**config.mk**
```make
export PLATFORM = sky130hd
export DESIGN_NAME = game_play_fsm_flat
export DESIGN_NICKNAME = d
export VERILOG_FILES = /design/src/rtl/game_pkg.sv /design/src/rtl/game_play_fsm_if.sv /design/src/rtl/dice_lfsr.sv /design/src/rtl/game_play_fsm.sv /design/src/flat_wrapper.sv
export SDC_FILE = /design/constraint.sdc
export NUM_CORES = 1
export LEC_CHECK = 0
export CAP_MARGIN = 20
export CORE_MARGIN = 3
export CORE_UTILIZATION = 25
export DETAILED_ROUTE_END_ITERATION = 8
export PLACE_DENSITY = 0.49
export REMOVE_ABC_BUFFERS = 1
export SETUP_SLACK_MARGIN = 0.15
export SYNTH_ARGS = -nofsm -noshare
export SYNTH_HDL_FRONTEND = slang
export SYNTH_SLANG_ARGS = --single-unit
export TNS_END_PERCENT = 50
```
**constraint.sdc**
```tcl
create_clock -name clk -period 3.6 [get_ports clk]
set_clock_uncertainty 0.2 [all_clocks]
set_input_delay 0.36 -clock clk [delete_from_list [all_inputs] [get_ports clk]]
set_output_delay 0.36 -clock clk [all_outputs]
set_load 0.02 [all_outputs]
```
**src/rtl/game_pkg.sv**
```systemverilog
// Shared game definitions: FSM state encoding, game_win result codes, default board
// length and round count, and the LFSR-to-dice mapping.
package game_pkg;

  typedef enum logic [2:0] {
    StIdle     = 3'd0,
    StWaitRoll = 3'd1,
    StMove     = 3'd2,
    StCheck    = 3'd3,
    StDone     = 3'd4
  } state_t;

  // game_win encodings, shared with the match tracker
  localparam logic [1:0] WIN_DRAW = 2'b00;
  localparam logic [1:0] WIN_P1   = 2'b01;
  localparam logic [1:0] WIN_P2   = 2'b10;

  localparam int unsigned DEF_BOARD_LEN  = 20;
  localparam int unsigned DEF_MAX_ROUNDS = 10;

  // Maps a raw LFSR state onto a die face 1..6
  function automatic logic [2:0] dice_map(input logic [7:0] v);
    logic [7:0] rem;
    rem = v % 8'd6;
    return rem[2:0] + 3'd1;
  endfunction

endpackage

```
**src/rtl/game_play_fsm_if.sv**
```systemverilog
// Control and status bundle of the game-play FSM. The master side issues game commands
// and roll presses; the slave side (the FSM) reports board state and results.
interface game_play_fsm_if;

  logic       game_start;
  logic       restart;
  logic       btn_roll;
  logic       game_end;
  logic [1:0] game_win;
  logic       turn;
  logic [2:0] dice_val;
  logic [4:0] pos_p1;
  logic [4:0] pos_p2;
  logic [3:0] round_cnt;
  logic       busy;

  modport master (
    output game_start, restart, btn_roll,
    input  game_end, game_win, turn, dice_val, pos_p1, pos_p2, round_cnt, busy
  );

  modport slave (
    input  game_start, restart, btn_roll,
    output game_end, game_win, turn, dice_val, pos_p1, pos_p2, round_cnt, busy
  );

endinterface

```
**src/rtl/dice_lfsr.sv**
```systemverilog
// Free-running 8-bit Fibonacci LFSR (x^8+x^6+x^5+x^4+1) with a combinational
// mapping of its current state onto a die face 1..6.
module dice_lfsr
  import game_pkg::*;
#(
  parameter logic [7:0] SEED = 8'hA5
) (
  input  logic       clk,
  input  logic       rst_n,
  output logic [2:0] dice
);

  // An all-zero seed would lock the register up, so it is replaced by a legal value
  localparam logic [7:0] SeedSafe = (SEED == 8'h00) ? 8'h01 : SEED;

  logic [7:0] lfsr_q;
  logic [7:0] lfsr_d;
  logic       feedback;

  // Feedback from taps 8,6,5,4 (bits 7,5,4,3); the face follows the current state
  always_comb begin
    feedback = lfsr_q[7] ^ lfsr_q[5] ^ lfsr_q[4] ^ lfsr_q[3];
    lfsr_d   = {lfsr_q[6:0], feedback};
    dice     = dice_map(lfsr_q);
  end

  // Advance every cycle, whatever the game is doing
  always_ff @(posedge clk or negedge rst_n) begin
    if (!rst_n) begin
      lfsr_q <= SeedSafe;
    end else begin
      lfsr_q <= lfsr_d;
    end
  end

endmodule

```
**src/rtl/game_play_fsm.sv**
```systemverilog
// Two-player race game: players alternate dice rolls, tokens advance one cell per step
// period, and the game ends on reaching the goal (with a last-chance turn for P2) or
// after the final round, by comparing positions.
module game_play_fsm
  import game_pkg::*;
#(
  parameter int unsigned BOARD_LEN   = DEF_BOARD_LEN,
  parameter int unsigned MAX_ROUNDS  = DEF_MAX_ROUNDS,
  parameter int unsigned STEP_CYCLES = 10_000_000,
  parameter logic [7:0]  LFSR_SEED   = 8'hA5
) (
  input  logic            clk,
  input  logic            rst_n,
  game_play_fsm_if.slave  bus
);

  localparam int unsigned StepW     = (STEP_CYCLES > 1) ? $clog2(STEP_CYCLES) : 1;
  localparam logic [StepW-1:0] StepLast = StepW'(STEP_CYCLES - 1);
  localparam logic [4:0]  BoardLen  = 5'(BOARD_LEN);
  localparam logic [3:0]  MaxRounds = 4'(MAX_ROUNDS);

  state_t           state_q, state_d;
  logic             turn_q, turn_d;
  logic [2:0]       dice_val_q, dice_val_d;
  logic [4:0]       pos_p1_q, pos_p1_d;
  logic [4:0]       pos_p2_q, pos_p2_d;
  logic [3:0]       round_q, round_d;
  logic [2:0]       remain_q, remain_d;
  logic [StepW-1:0] step_q, step_d;
  logic             game_end_q, game_end_d;
  logic [1:0]       game_win_q, game_win_d;

  logic [2:0]       roll;
  logic [4:0]       active_pos;

  dice_lfsr #(
    .SEED (LFSR_SEED)
  ) u_dice (
    .clk   (clk),
    .rst_n (rst_n),
    .dice  (roll)
  );

  assign active_pos = turn_q ? pos_p2_q : pos_p1_q;

  // Next-state logic; restart overrides every other input in every state
  always_comb begin
    state_d    = state_q;
    turn_d     = turn_q;
    dice_val_d = dice_val_q;
    pos_p1_d   = pos_p1_q;
    pos_p2_d   = pos_p2_q;
    round_d    = round_q;
    remain_d   = remain_q;
    step_d     = step_q;
    game_end_d = 1'b0;
    game_win_d = game_win_q;

    if (bus.restart) begin
      state_d    = StIdle;
      turn_d     = 1'b0;
      dice_val_d = '0;
      pos_p1_d   = '0;
      pos_p2_d   = '0;
      round_d    = '0;
      remain_d   = '0;
      step_d     = '0;
      game_win_d = WIN_DRAW;
    end else begin
      unique case (state_q)
        StIdle, StDone: begin
          if (bus.game_start) begin
            state_d    = StWaitRoll;
            turn_d     = 1'b0;
            dice_val_d = '0;
            pos_p1_d   = '0;
            pos_p2_d   = '0;
            round_d    = 4'd1;
            remain_d   = '0;
            step_d     = '0;
            game_win_d = WIN_DRAW;
          end
        end

        StWaitRoll: begin
          if (bus.btn_roll) begin
            dice_val_d = roll;
            remain_d   = roll;
            step_d     = '0;
            state_d    = StMove;
          end
        end

        StMove: begin
          if (active_pos >= BoardLen) begin
            // Already on the goal: nothing left to move
            state_d = StCheck;
          end else if (step_q == StepLast) begin
            step_d   = '0;
            remain_d = remain_q - 3'd1;
            if (turn_q) begin
              pos_p2_d = pos_p2_q + 5'd1;
            end else begin
              pos_p1_d = pos_p1_q + 5'd1;
            end
            // Landing on the goal discards whatever is left of the roll
            if (remain_q == 3'd1 || (active_pos + 5'd1) == BoardLen) begin
              state_d = StCheck;
            end
          end else begin
            step_d = step_q + 1'b1;
          end
        end

        StCheck: begin
          if (turn_q && pos_p2_q == BoardLen) begin
            game_win_d = (pos_p1_q == BoardLen) ? WIN_DRAW : WIN_P2;
            game_end_d = 1'b1;
            state_d    = StDone;
          end else if (turn_q && pos_p1_q == BoardLen) begin
            // P2 used its last-chance turn and fell short
            game_win_d = WIN_P1;
            game_end_d = 1'b1;
            state_d    = StDone;
          end else if (!turn_q && pos_p1_q == BoardLen) begin
            // P1 finished first; P2 still gets one last-chance turn
            turn_d  = 1'b1;
            state_d = StWaitRoll;
          end else if (turn_q && round_q == MaxRounds) begin
            if (pos_p1_q > pos_p2_q) begin
              game_win_d = WIN_P1;
            end else if (pos_p2_q > pos_p1_q) begin
              game_win_d = WIN_P2;
            end else begin
              game_win_d = WIN_DRAW;
            end
            game_end_d = 1'b1;
            state_d    = StDone;
          end else begin
            turn_d  = ~turn_q;
            if (turn_q) begin
              round_d = round_q + 4'd1;
            end
            state_d = StWaitRoll;
          end
        end

        default: begin
          state_d = StIdle;
        end
      endcase
    end
  end

  // State and output registers
  always_ff @(posedge clk or negedge rst_n) begin
    if (!rst_n) begin
      state_q    <= StIdle;
      turn_q     <= 1'b0;
      dice_val_q <= '0;
      pos_p1_q   <= '0;
      pos_p2_q   <= '0;
      round_q    <= '0;
      remain_q   <= '0;
      step_q     <= '0;
      game_end_q <= 1'b0;
      game_win_q <= WIN_DRAW;
    end else begin
      state_q    <= state_d;
      turn_q     <= turn_d;
      dice_val_q <= dice_val_d;
      pos_p1_q   <= pos_p1_d;
      pos_p2_q   <= pos_p2_d;
      round_q    <= round_d;
      remain_q   <= remain_d;
      step_q     <= step_d;
      game_end_q <= game_end_d;
      game_win_q <= game_win_d;
    end
  end

  assign bus.game_end  = game_end_q;
  assign bus.game_win  = game_win_q;
  assign bus.turn      = turn_q;
  assign bus.dice_val  = dice_val_q;
  assign bus.pos_p1    = pos_p1_q;
  assign bus.pos_p2    = pos_p2_q;
  assign bus.round_cnt = round_q;
  assign bus.busy      = (state_q == StMove) || (state_q == StCheck);

endmodule

```
**src/flat_wrapper.sv**
```systemverilog
// flat-port wrapper written by rule: the top's interface ports become plain ports
module game_play_fsm_flat import game_pkg::*;
#(
  parameter int unsigned BOARD_LEN   = DEF_BOARD_LEN,
  parameter int unsigned MAX_ROUNDS  = DEF_MAX_ROUNDS,
  parameter int unsigned STEP_CYCLES = 10_000_000,
  parameter logic [7:0]  LFSR_SEED   = 8'hA5
)
  (clk, rst_n, bus_game_start, bus_restart, bus_btn_roll, bus_game_end, bus_game_win, bus_turn, bus_dice_val, bus_pos_p1, bus_pos_p2, bus_round_cnt, bus_busy);
  game_play_fsm_if bus_i ();
  input  logic clk;
  input  logic rst_n;
  input wire logic [$bits(bus_i.game_start)-1:0] bus_game_start;
  input wire logic [$bits(bus_i.restart)-1:0] bus_restart;
  input wire logic [$bits(bus_i.btn_roll)-1:0] bus_btn_roll;
  output wire logic [$bits(bus_i.game_end)-1:0] bus_game_end;
  output wire logic [$bits(bus_i.game_win)-1:0] bus_game_win;
  output wire logic [$bits(bus_i.turn)-1:0] bus_turn;
  output wire logic [$bits(bus_i.dice_val)-1:0] bus_dice_val;
  output wire logic [$bits(bus_i.pos_p1)-1:0] bus_pos_p1;
  output wire logic [$bits(bus_i.pos_p2)-1:0] bus_pos_p2;
  output wire logic [$bits(bus_i.round_cnt)-1:0] bus_round_cnt;
  output wire logic [$bits(bus_i.busy)-1:0] bus_busy;
  assign bus_i.game_start = bus_game_start;
  assign bus_i.restart = bus_restart;
  assign bus_i.btn_roll = bus_btn_roll;
  assign bus_game_end = bus_i.game_end;
  assign bus_game_win = bus_i.game_win;
  assign bus_turn = bus_i.turn;
  assign bus_dice_val = bus_i.dice_val;
  assign bus_pos_p1 = bus_i.pos_p1;
  assign bus_pos_p2 = bus_i.pos_p2;
  assign bus_round_cnt = bus_i.round_cnt;
  assign bus_busy = bus_i.busy;
  game_play_fsm #(.BOARD_LEN(BOARD_LEN), .MAX_ROUNDS(MAX_ROUNDS), .STEP_CYCLES(STEP_CYCLES), .LFSR_SEED(LFSR_SEED)) u_core (.clk(clk), .rst_n(rst_n), .bus(bus_i));
endmodule
```
# Word-level counts from Yosys, hierarchy flattened
# Index checks and enable logic that the tools add are counted.
# W data, S select, Z words.
# word_totals
ff_bits	59
input_bits	5
# op_classes
n_addsub	7
div	1
order_cmp	3
n_eq_ne	26
muxes	68
bitwise_logic	4
reduce_logical	22
# op_table
op	n
$mux W24	5
$pmux W24 S3	1
$mux W5	10
$mux W3	16
$mux W4	7
$add A24 B1 Y24 const B	1
$eq A24 B24 Y1 const B	1
$ne A3 B3 Y1 const B	8
$pmux W5 S2	2
$reduce_and A5 Y1	4
$mux W2	9
$add A5 B1 Y5 const B	3
$eq A5 B5 Y1 const B	3
$mux W1	12
$pmux W3 S4	1
$reduce_and A4 Y1	3
$gt A5 B5 Y1	2
$ne A3 B2 Y1 const B	3
$pmux W3 S3	1
$reduce_bool A3 Y1	3
$mod A8 B3 Y8 const B	1
$ne A4 B2 Y1 const B	2
$pmux W4 S2	1
$reduce_and A7 Y1	1
23 further kinds	31

# Logic depth before layout (Yosys ltp)
# logic_depth
ltp_word	9
ltp_mapped	14
ltp_nobuf	13

# Cells and area by module
# A second synthesis with hierarchy kept.
# hier_totals
hier_cells	406
hier_area_um2	3664.8
# modules_own_cells
mod	n_inst	cells_each	area_each_um2	seq_area_each_um2
game_play_fsm	1	354	3125.5	1276.2
dice_lfsr	1	52	539.3	205.2

# Worst setup path after synthesis
# Ideal clock, no wire load.
# synth_timing
path_type	reg2reg
startpoint	register u_core.u_dice.lfsr_q[5]
endpoint	register u_core.dice_val_q[2] (netlist: u_core.bus.dice_val[2])
setup_time_ps	69
t_arrival_ps	2490
slack_ps	841
path_stages_with_launch	15
path_cell_list	dfstp_2 > buf_2 > nand3b_1 > o21ai_1 > o21bai_2 > nand3_2 > xnor2_1 > mux2i_1 > a21oi_1 > o21ai_0 > ha_1 > inv_1 > a21o_1 > a2111o_1 > nand3_1
# synth_between
elab_chain_len	5
# synth_lines
item	line	rtl
start: declaration	dice_lfsr.sv:16	logic [7:0] lfsr_q;
start signal: assignment	dice_lfsr.sv:30	lfsr_q <= SeedSafe;
start signal: assignment	dice_lfsr.sv:32	lfsr_q <= lfsr_d;
$mod A8 B3 Y8	game_pkg.sv:24	rem = v % 8'd6;
$add A3 B1 Y3	game_pkg.sv:25	return rem[2:0] + 3'd1;
$mux W3	game_play_fsm.sv:86	if (bus.btn_roll) begin
$pmux W3 S2	game_play_fsm.sv:70	unique case (state_q)
$mux W3	game_play_fsm.sv:59	if (bus.restart) begin
end signal: assignment	game_play_fsm.sv:171	dice_val_q <= dice_val_d;
end: declaration	game_play_fsm.sv:24	logic [2:0] dice_val_q, dice_val_d;
# Every way passes these cells. The select of a mux whose other input is x is not followed.
# A chain may end at the register's enable or synchronous reset.

# Final worst setup path
# layout_timing
startpoint	register u_core.step_q[0]
endpoint	register u_core.pos_p1_q[2] (netlist: u_core.bus.pos_p1[2])
# layout_between
elab_chain_len	3
# layout_lines
item	line	rtl
start: declaration	game_play_fsm.sv:29	logic [StepW-1:0] step_q, step_d;
start signal: assignment	game_play_fsm.sv:176	step_q <= step_d;
$eq A24 B24 Y1	game_play_fsm.sv:98	end else if (step_q == StepLast) begin
$ne A3 B2 Y1 (no line)	n/a	
$reduce_and A5 Y1 (no line)	n/a	
end signal: assignment	game_play_fsm.sv:172	pos_p1_q <= pos_p1_d;
end: declaration	game_play_fsm.sv:25	logic [4:0] pos_p1_q, pos_p1_d;
# Every way passes these cells.

==> metrics.log <==
[metrics] CTS Buffer Depth: 2
[metrics] post-cts gate resize count: 0
[metrics] layout cells sized above 1: 0.08725
[metrics] Diodes inserted: 0
[metrics] leading register cell type out of synthesis: sky130_fd_sc_hd__dfrtp_1
[metrics] total count of max-transition violations in the final report: 0
[metrics] share of synthesized flip-flops with an asynchronous set or reset: 1.000
[metrics] Crit path largest cell delay: 0.43 ns
[metrics] classification of the worst setup path: reg -> reg
[metrics] full die area: 15950 µm²
[metrics] clock slew at the register clock pins of the worst setup and hold paths: 0.05 ns
[metrics] net load switching power: 0.5410 mW
[metrics] Hold Worst Slack: 0.2307 ns
[metrics] maximum number of pins on one net before global-route repair: 37
[metrics] total iterations of the first detailed-routing run: 5
[metrics] minimum clock period: 2.941 ns
[metrics] Clock Latency Late Sink: 0.33 ns
[metrics] total via count after detailed routing: 3093
[metrics] gr ovfl total: 0
[metrics] DRT antenna net count: 0
[metrics] CP Capture Type: flip-flop
[metrics] power share of the combinational group: 0.166
[metrics] synthesis-to-finish area growth: 20.95%
[metrics] Worst R2R Setup Slack: 0.66 ns
[metrics] fin crit share: 0.8170
[metrics] number of violations reported at the end of detailed-routing iteration 0: 196
[metrics] per-cell via count in the routed design: 4.933
[metrics] power per cell area: 439.7 nW/µm²
[metrics] final routed wire length divided by cell count: 14.01 µm
[metrics] sequential share of power: 0.385
[metrics] Slew HR: 0.4097
[metrics] nets@finish: 463
[metrics] Final setup violation count: 0
[metrics] part of the power in the clock network: 0.448
[metrics] internal power summed over all cells: 1.383 mW
[metrics] Final Power: 1.924 mW
[metrics] # Post-CTS Setup Buffers: 0
[metrics] Worst path top cell family by delay: simple AND/OR/NAND/NOR gates
[metrics] largest fanout on the critical path: 22
[metrics] Post-synth top cells: sky130_fd_sc_hd__o21ai_0 (57), sky130_fd_sc_hd__dfrtp_1 (55), sky130_fd_sc_hd__nor2_1 (44)
[metrics] post-synthesis register bit count: 59
[metrics] cell area after technology mapping: 3618 µm²
[metrics] final weighted congestion in routability-driven placement: 0.7743
[metrics] TritonCTS clock tree: done
[metrics] switching part of the total power: 0.2812
[metrics] number of core rows: 43
[metrics] data arrival time of the critical path: 2.99 ns
[metrics] number of buffers inserted by hold repair at cts: 1
[metrics] nature of the critical path startpoint: flip-flop
[metrics] Worst-Margin Slew: 0.8854 ns
[metrics] top post-synthesis cells by area: sky130_fd_sc_hd__dfrtp_1 (38%), sky130_fd_sc_hd__o21ai_0 (7.9%), sky130_fd_sc_hd__ha_1 (5.2%)
[metrics] required time worst endpoint: 3.65 ns
[metrics] achievable frequency: 340.0 MHz
[metrics] share of synthesized area occupied by flip-flops and latches: 0.4094
[metrics] unrepaired setup endpoints after global routing: no
[metrics] io pins: 27
[metrics] Sink Count: 59
[metrics] series of cell instances along the critical path: ha_1 > and3_2 > nand4_4 > nor4_4 > or2_1 > buf_4 > o21ai_2 > nor3_1 > nand2_1 > o21ai_0
[metrics] Post-Syn Area per Cell: 8.698 µm²
[metrics] warning count from the yosys run: 0
[metrics] total number of H-tree levels: 3
[metrics] via count of the first global-routing pass: 2877
[metrics] min-delay worst type: reg -> reg
[metrics] leakage: 1.851 nW
[metrics] DP HPWL: 6005 µm
[metrics] number of clock buffers inserted by TritonCTS: 9
[metrics] Floorplan Core Area: 14040 µm²
[metrics] overall routing resource usage: 0.1152
[metrics] final-layout setup total negative slack: 0 ns
[metrics] run status: finished clean
[metrics] Remaining DRCs: 0
[metrics] count of max-cap constraint violations: 0
[metrics] area share of the leading cell type in the synthesized netlist: 0.3804
[metrics] wirelength, routed: 8784 µm
[metrics] Syn Inst Count: 416
[metrics] first-pass GRT wire length: 15020 µm
[metrics] fill cell total of the finished layout: 1443
[metrics] number of flops mapped to enable cells by yosys: 0
[metrics] total of buffers placed on input and output ports: 26
[metrics] count of unique library cells instantiated by Yosys: 64
[metrics] slowest cell on the critical path: sky130_fd_sc_hd__nor4_4
[metrics] chip height: 126.3 µm
[metrics] buffer cell driving the clock tree root: sky130_fd_sc_hd__clkbuf_16
[metrics] dominant cell by count in the synthesized netlist: sky130_fd_sc_hd__o21ai_0
[metrics] count of final hold-check violations: 0
[metrics] initial antenna violation count: 0
[metrics] die outline width: 126.3 µm
[metrics] peak supply drop: 0.2390 mV
[metrics] Starting Density: 0.2577
[metrics] CP bufs+invs: 1
[metrics] most area-hungry cell type in the Yosys netlist: sky130_fd_sc_hd__dfrtp_1
[power groups by stage]
stage          sequential, mW  clock [mW]  combinational (mW)
2_1_floorplan           0.754           0               0.187
3_3_place_gp            0.752           0               0.318
3_5_place_dp            0.752           0               0.321
4_1_cts                 0.741       0.888               0.324
5_1_grt                 0.749       0.916               0.361
6_report                0.742       0.863               0.320
[through the flow]
step / cells / cell area, µm² / setup WS (ns) / utilization
after floorplan: 396 / 3523 / 0.7635 / -
after global placement: 610 / 4064 / 0.7025 / 0.2894
after detailed placement: 610 / 4064 / 0.6749 / 0.2894
after CTS: 626 / 4369 / 0.6634 / 0.3111
after global routing: 627 / 4377 / 0.3863 / 0.3117
final: 627 / 4377 / 0.6589 / 0.3117
[worst reg2reg max path, stage by stage, from the launching register on]
cell and delay [ns]:
sky130_fd_sc_hd__dfrtp_1 0.41, sky130_fd_sc_hd__ha_1 0.24, sky130_fd_sc_hd__and3_2 0.25, sky130_fd_sc_hd__nand4_4 0.16
sky130_fd_sc_hd__nor4_4 0.44, sky130_fd_sc_hd__or2_1 0.19, sky130_fd_sc_hd__buf_4 0.27, sky130_fd_sc_hd__o21ai_2 0.19
sky130_fd_sc_hd__nor3_1 0.30, sky130_fd_sc_hd__nand2_1 0.09, sky130_fd_sc_hd__o21ai_0 0.14
[logic make-up after synthesis]
kind of cell | count (synthesis) | share of synthesized area
and+or+nand+nor | 166 | 0.2507
AOI/OAI and AO/OA | 125 | 0.2102
muxes | 3 | 0.01003
DFF | 59 | 0.4094
buffers and inverters | 39 | 0.04599
xor gates and xnor gates | 9 | 0.02178
adders and majority gates | 15 | 0.05187
[state kept, by name (all words and copies together), names as in the netlist, 2 cells and up]
| signal | count |
|---|---|
| u_core.bus.dice_val | 3 |
| u_core.bus.game_win | 2 |
| u_core.bus.pos_p1 | 5 |
| u_core.bus.pos_p2 | 5 |
| u_core.bus.round_cnt | 4 |
| u_core.remain_q | 3 |
| u_core.state_q | 3 |
| u_core.step_q | 24 |
| u_core.u_dice.lfsr_q | 8 |
[final timing paths]
path / start / cells after the start / endpoint
max in group asynchronous: rst_n / 3 / u_core.step_q[5]
worst max-delay path: u_core.step_q[0] / 10 / u_core.bus.pos_p1[2]
worst min-delay path: u_core.u_dice.lfsr_q[0] / 0 / u_core.u_dice.lfsr_q[1]
worst max register to register: u_core.step_q[0] / 10 / u_core.bus.pos_p1[2]
min in group asynchronous: rst_n / 2 / u_core.bus.pos_p2[1]
worst min register to register: u_core.u_dice.lfsr_q[0] / 0 / u_core.u_dice.lfsr_q[1]
[metal layers]
| layer | wire length, µm | track usage | vias up | share of wire |
|---|---|---|---|---|
| met5 | 0 | 0 | - | 0 |
| met4 | 90 | 0.03975 | 0 | 0.010 |
| met3 | 391 | 0.03200 | 6 | 0.045 |
| met2 | 3902 | 0.1703 | 55 | 0.44 |
| met1 | 4400 | 0.1621 | 1470 | 0.50 |
| li1 | - | - | 1562 | - |
[area by class of cell]
cell class / count / area [µm²] / share of cell area
Inverter: 19 / 71.32 / 0.01630
Timing Repair Buffer: 36 / 332.8 / 0.07604
Multi-Input combinational cell: 318 / 1971 / 0.4503
Sequential cell: 59 / 1481 / 0.3385
Clock inverter: 2 / 35.03 / 0.008005
Tap cell: 180 / 225.2 / 0.05146
Clock buffer: 13 / 260.3 / 0.05946
[layout by cell type (no fill, tap or decap), types with 3 or more instances in the layout]
master	n
sky130_fd_sc_hd__o21ai_0	57
sky130_fd_sc_hd__dfrtp_1	55
sky130_fd_sc_hd__nor2_1	44
sky130_fd_sc_hd__nand2_1	35
sky130_fd_sc_hd__clkdlybuf4s50_1	25
sky130_fd_sc_hd__inv_1	19
sky130_fd_sc_hd__nand4_1	18
sky130_fd_sc_hd__a21oi_1	16
sky130_fd_sc_hd__ha_1	15
sky130_fd_sc_hd__nand3_1	13
sky130_fd_sc_hd__nor2b_1	12
sky130_fd_sc_hd__a31oi_1	11
sky130_fd_sc_hd__clkbuf_16	9
sky130_fd_sc_hd__buf_4	9
sky130_fd_sc_hd__and3_1	7
sky130_fd_sc_hd__o31ai_1	7
sky130_fd_sc_hd__xnor2_1	5
sky130_fd_sc_hd__nand2b_1	5
sky130_fd_sc_hd__nand3b_1	5
sky130_fd_sc_hd__o21ai_1	5
sky130_fd_sc_hd__xor2_1	4
sky130_fd_sc_hd__nor4b_1	4
sky130_fd_sc_hd__o41ai_1	4
sky130_fd_sc_hd__dfstp_2	4
sky130_fd_sc_hd__nor3b_1	3
sky130_fd_sc_hd__nor3_1	3
sky130_fd_sc_hd__a21o_1	3
Power figures use the tool's default switching activity.
